File: config.mk
export PLATFORM = sky130hd
export DESIGN_NAME = tx_ip_checksum_insert
export DESIGN_NICKNAME = d
export VERILOG_FILES = /design/src/rtl/tx_ip_checksum_insert.sv
export SDC_FILE = /design/constraint.sdc
export NUM_CORES = 1
export LEC_CHECK = 0
export CAP_MARGIN = 10
export CORE_AREA = 3 3 463 465
export DETAILED_ROUTE_END_ITERATION = 12
export DIE_AREA = 0 0 466 468
export GPL_TIMING_DRIVEN = 0
export PLACE_DENSITY_LB_ADDON = 0.12
export SYNTH_ARGS = -nofsm -noshare
export SYNTH_HDL_FRONTEND = slang
export SYNTH_SLANG_ARGS = --single-unit
File: constraint.sdc
create_clock -name tx_axis_aclk -period 13.95 [get_ports tx_axis_aclk]
set_clock_uncertainty 0.15 [all_clocks]
set_input_delay 2.79 -clock tx_axis_aclk [delete_from_list [all_inputs] [get_ports tx_axis_aclk]]
set_output_delay 2.79 -clock tx_axis_aclk [all_outputs]
set_load 0.01 [all_outputs]
File: src/rtl/tx_ip_checksum_insert.sv
// Two-stage pipeline that rewrites the IPv4 header checksum (bytes 24..25) in the
// first beat of every frame; all other bytes, tkeep and tlast pass through untouched.
module tx_ip_checksum_insert #(
    parameter int DATA_WIDTH = 512
) (
    input  logic                    tx_axis_aclk,
    input  logic                    tx_axis_aresetn,
    input  logic [DATA_WIDTH-1:0]   from_prepend_tx_axis_tdata,
    input  logic [DATA_WIDTH/8-1:0] from_prepend_tx_axis_tkeep,
    input  logic                    from_prepend_tx_axis_tvalid,
    input  logic                    from_prepend_tx_axis_tlast,
    output logic                    from_prepend_tx_axis_tready,
    output logic [DATA_WIDTH-1:0]   to_mac_tx_axis_tdata,
    output logic [DATA_WIDTH/8-1:0] to_mac_tx_axis_tkeep,
    output logic                    to_mac_tx_axis_tvalid,
    output logic                    to_mac_tx_axis_tlast,
    input  logic                    to_mac_tx_axis_tready,
    output logic [31:0]             stat_tx_frames
);

    localparam int KEEP_WIDTH = DATA_WIDTH / 8;

    logic                  en;
    logic                  accept;
    logic                  sop;
    logic [19:0]           hdr_sum;

    logic                  s1_valid;
    logic                  s1_last;
    logic                  s1_hdr;
    logic [DATA_WIDTH-1:0] s1_data;
    logic [KEEP_WIDTH-1:0] s1_keep;
    logic [19:0]           s1_sum;

    logic [16:0]           fold1;
    logic [15:0]           fold2;
    logic [15:0]           checksum;
    logic [DATA_WIDTH-1:0] s2_data_next;

    // Whole pipeline advances only when the MAC can take a beat.
    assign en                          = to_mac_tx_axis_tready;
    assign from_prepend_tx_axis_tready = to_mac_tx_axis_tready & tx_axis_aresetn;
    assign accept                      = from_prepend_tx_axis_tvalid & from_prepend_tx_axis_tready;

    function automatic logic [15:0] hdr_word(input logic [DATA_WIDTH-1:0] d, input int i);
        return {d[8*(14+2*i) +: 8], d[8*(15+2*i) +: 8]};
    endfunction

    // Sum of the nine header words; word 5 is the checksum field itself and is skipped.
    always_comb begin
        hdr_sum = '0;
        for (int i = 0; i < 10; i++) begin
            if (i != 5) begin
                hdr_sum = hdr_sum + {4'd0, hdr_word(from_prepend_tx_axis_tdata, i)};
            end
        end
    end

    always_ff @(posedge tx_axis_aclk) begin
        if (!tx_axis_aresetn) begin
            sop <= 1'b1;
        end else if (accept) begin
            sop <= from_prepend_tx_axis_tlast;
        end
    end

    always_ff @(posedge tx_axis_aclk) begin
        if (!tx_axis_aresetn) begin
            s1_valid <= 1'b0;
            s1_last  <= 1'b0;
            s1_hdr   <= 1'b0;
            s1_data  <= '0;
            s1_keep  <= '0;
            s1_sum   <= '0;
        end else if (en) begin
            s1_valid <= from_prepend_tx_axis_tvalid;
            s1_last  <= from_prepend_tx_axis_tlast;
            s1_hdr   <= from_prepend_tx_axis_tvalid & sop;
            s1_data  <= from_prepend_tx_axis_tdata;
            s1_keep  <= from_prepend_tx_axis_tkeep;
            s1_sum   <= hdr_sum;
        end
    end

    // Two folds are needed: the first can itself carry out of bit 15.
    always_comb begin
        fold1        = {1'b0, s1_sum[15:0]} + {13'd0, s1_sum[19:16]};
        fold2        = fold1[15:0] + {15'd0, fold1[16]};
        checksum     = ~fold2;
        s2_data_next = s1_data;
        if (s1_hdr) begin
            s2_data_next[8*24 +: 8] = checksum[15:8];
            s2_data_next[8*25 +: 8] = checksum[7:0];
        end
    end

    always_ff @(posedge tx_axis_aclk) begin
        if (!tx_axis_aresetn) begin
            to_mac_tx_axis_tvalid <= 1'b0;
            to_mac_tx_axis_tlast  <= 1'b0;
            to_mac_tx_axis_tdata  <= '0;
            to_mac_tx_axis_tkeep  <= '0;
        end else if (en) begin
            to_mac_tx_axis_tvalid <= s1_valid;
            to_mac_tx_axis_tlast  <= s1_last;
            to_mac_tx_axis_tdata  <= s2_data_next;
            to_mac_tx_axis_tkeep  <= s1_keep;
        end
    end

    always_ff @(posedge tx_axis_aclk) begin
        if (!tx_axis_aresetn) begin
            stat_tx_frames <= '0;
        end else if (to_mac_tx_axis_tvalid & to_mac_tx_axis_tready & to_mac_tx_axis_tlast) begin
            stat_tx_frames <= stat_tx_frames + 32'd1;
        end
    end

endmodule

==> results.md <==
- CP max FO: 9
- Pre-Repair DR Iteration Count: 5
- Resize count post-CTS: 0
- Overall global routing resource usage: 18.6%
- Final period util: a little under three fifths
- R2r endpoint: to_mac_tx_axis_tdata[198]$_SDFFE_PN0P_
- Final TNS setup: 0 ns
- Seq/Total Area, Yosys: about 49%
- Crit-path cells: clkbuf_1 -> nand2_1 -> clkinv_1 -> clkdlybuf4s50_1
- Post-DP HPWL: 167,000 µm
- CTS root buf: clkbuf_16
- Reg2reg setup slack: approximately 10 ns
- CP Capture Type: output port
- GR Overflow Total: 0
- Number of synthesized flops with an enable pin: 0
- Slew headroom: roughly a quarter
- H-Tree Depth: 4
- RSZ-0062 raised after global routing: no
- Final Setup Violations: 0
- Synth Instances: 4,464
- Worst vdd ir: 133 µV
- Average size of a mapped cell: between 10 and 15 µm²
- DRC Markers: 0
- Critical path's slowest cell: clkdlybuf4s50_1
- Max Transition Viols Final: 0
- Nets: 6,531
- Postcts setup bufs: 0
- Status: finished, final reports clean
- Worst R2R Start: s1_sum[0]$_SDFFE_PN0P_
- Post-synthesis cell type count: 63
- Core footprint: 210,000 µm²
- Cells after DPL: approximately 8,500
- Num CTS Buffers: about 150
- Largest net degree at the start of global routing: 17
- Critical path launch point type: primary input
- Initial detailed-routing violation count: 1,487
- Top FF cell, synth: dfxtp_1
- Clock-pin slew on the worst setup and hold paths: 0.05 ns
- Initial Util: 23.6%
- Yosys warns: 0
- DIE HEIGHT: roughly 470 µm
- Top Metal Used: met5
- Largest cells by area after synthesis: dfxtp_1, mux2i_1, nor2b_1
- FF+latch count, synth: between 1,000 and 1,500
- Row count: 168
- HP Class: flip-flop to flip-flop
- Synthesized Nets: slightly above 5,000
- # IOs: ~1,200
- Routed len/inst: 24.0 µm
- Leakage power: between 20 and 30 nW
- WS Path Type: primary input to output port
- DR vias/cell: between 4 and 5
- Layout overhead on the synthesized area: 41.9%
- Die X-Extent: about 470 µm
- CTS tree: done
- Share of layout cells above drive strength 1: 4.57%
- Met3 routed WL: around 19,000 µm
- Initial antenna violation count: a little under 90
- Slack of the critical path: 6.17 ns
- Min Clock Period, post-route: 7.78 ns
- Crit path arrival time: between 4 and 5 ns
- Max incr delay on CP: ~0.67 ns
- Global-route wire length before repair: ~290,000 µm
- Max clock buf depth: 3
- Final Hold Fails: 0
- Yosys top cell by area: dfxtp_1
- # port buffers: between 1,000 and 1,500
- Max Cap Violations: 0
- Number of routed nets with antenna violations: 0
- R2R cell count: 14
- Vias in the first global route: around 37,000
- CP endpoint: from_prepend_tx_axis_tready
- Setup crit start: tx_axis_aresetn
- CTS sink count: ~1,200
- Top-area cell type share of the netlist area: between 40% and 50%
- WP data required: 11.01 ns
- WL final: 210,000 µm
- Ys async rst share: 0%
- PwrDens: 142 nW/µm²
- Fmax: around 0.13 GHz
- Power Total: 0.00998 W
- Die area: 218,000 µm²
- Placer congestion estimate: ~0.8
- Final Non-Filler Cells: 8,774
- Placement Setup Slack: ~5.8 ns
- Worst slew pin tran: about 1.1 ns
- Hold Buf Count CTS: 0
- WL met2: 98,000 µm
- Post-Route M1 WL: about 85,000 µm
- Skew-Pair Late Insertion Delay: approximately 0.78 ns
- Synth Cell Area: between 40,000 and 50,000 µm²
- Via count: 35,988
[placed cells by master (no fill, tap or decap), drive strengths merged, types with 21 or more instances in the layout]
cell type,netlist,final
a21oi,27,27
and2,26,26
buf,79,82
clkbuf,199,442
clkdlybuf4s50,0,1189
dfxtp,1210,1210
diode,0,35
fa,111,111
ha,28,28
inv,152,159
mux2i,1156,1156
nand2,46,46
nand3,29,29
nor2,21,21
nor2b,1159,1159
o21ai,34,34
xnor2,30,30
xor2,23,23
[layer usage]
layer	track usage (%)	up-vias
met1	21.8	16957
li1	-	17544
met4	6.72	70
met3	7.88	347
met5	0	-
met2	30.4	1070
[cell type report]
cell class,instances,area [µm²]
diodes,35,87.6
plain buffers,278,1060
clock buffers,243,4780
clock inverters,35,449
fillers,21359,140000
inverters,154,578
multi-input cells,2822,23800
flip-flops and latches,1210,24200
well taps,2805,3510
repair buffers,1192,11900
[how the worst min path moves through the flow]
stage / start / end / slack (ns) / cells after the start
2_1_floorplan: s1_sum[19]$_SDFFE_PN0P_ / s1_sum[19]$_SDFFE_PN0P_ / 0.29 / 2
3_3_place_gp: to_mac_tx_axis_tdata[205]$_SDFFE_PN0P_ / to_mac_tx_axis_tdata[205]$_SDFFE_PN0P_ / 0.29 / 1
3_5_place_dp: to_mac_tx_axis_tdata[205]$_SDFFE_PN0P_ / to_mac_tx_axis_tdata[205]$_SDFFE_PN0P_ / 0.29 / 1
4_1_cts: to_mac_tx_axis_tdata[205]$_SDFFE_PN0P_ / to_mac_tx_axis_tdata[205]$_SDFFE_PN0P_ / 0.31 / 1
5_1_grt: to_mac_tx_axis_tdata[205]$_SDFFE_PN0P_ / to_mac_tx_axis_tdata[205]$_SDFFE_PN0P_ / 0.33 / 1
6_report: to_mac_tx_axis_tdata[205]$_SDFFE_PN0P_ / to_mac_tx_axis_tdata[205]$_SDFFE_PN0P_ / 0.31 / 1
[flip-flops by register name (all words and copies together) (netlist names)]
signal,cells
s1_keep,64
s1_sum,20
s1_last,1
sop,1
s1_data,512
to_mac_tx_axis_tdata,512
stat_tx_frames,32
to_mac_tx_axis_tvalid,1
s1_hdr,1
s1_valid,1
to_mac_tx_axis_tlast,1
to_mac_tx_axis_tkeep,64
[power by group]
| part | total (W) | switching (W) | internal [W] |
|---|---|---|---|
| Combinational | 0.00212 | 0.00116 | 0.000964 |
| Clock | 0.00411 | 0.00162 | 0.00250 |
| Sequential | 0.00375 | 0.000107 | 0.00364 |
| Total | 0.00998 | 0.00288 | 0.00710 |
[kinds of logic (layout without fill, tap and decap cells)]
logic type	after synthesis	after routing	synth area share, %
AOI/OAI and AO/OA	123	123	1.65
xor gates and xnor gates	53	53	0.935
adders and majority gates	139	139	5.18
buffers and inverters	432	1902	3.31
DFF	1210	1210	48.8
muxes	1156	1156	23.3
other	0	35	0
and+or+nand+nor	1351	1351	16.8
[through the flow]
stage	hold slack [ns]	utilization, %	area, µm²
floorplan	0.290	-	49600
global placement	0.292	31.0	65000
detailed placement	0.294	31.0	65100
CTS	0.307	33.5	70300
global route	0.331	33.5	70400
finish	0.306	33.5	70400
[synth_stat cells, types with 3 or more instances]
cell	instances
o21a_1	3
buf_1	70
inv_1	152
a22o_1	6
o21ai_0	32
xnor2_1	30
a21oi_1	27
nor2b_1	1159
fa_1	111
mux2i_1	1156
nor4_1	6
clkbuf_1	199
ha_1	28
and2_1	26
and4_1	3
buf_2	7
nand3_1	29
nor2_1	21
nor3_1	11
a21o_1	10
o211ai_1	3
and3_1	8
dfxtp_1	1210
or3_1	4
or2_2	3
a21boi_0	7
nand2_1	46
nand2b_1	3
nand4_1	16
a31oi_1	6
xor2_1	23
[critical path: cells and delay by family]
kind          cells  cell delay (ns)
simple gates      1             0.42
buf+inv           3             1.60
No activity file was read; power rests on OpenSTA's default activity.
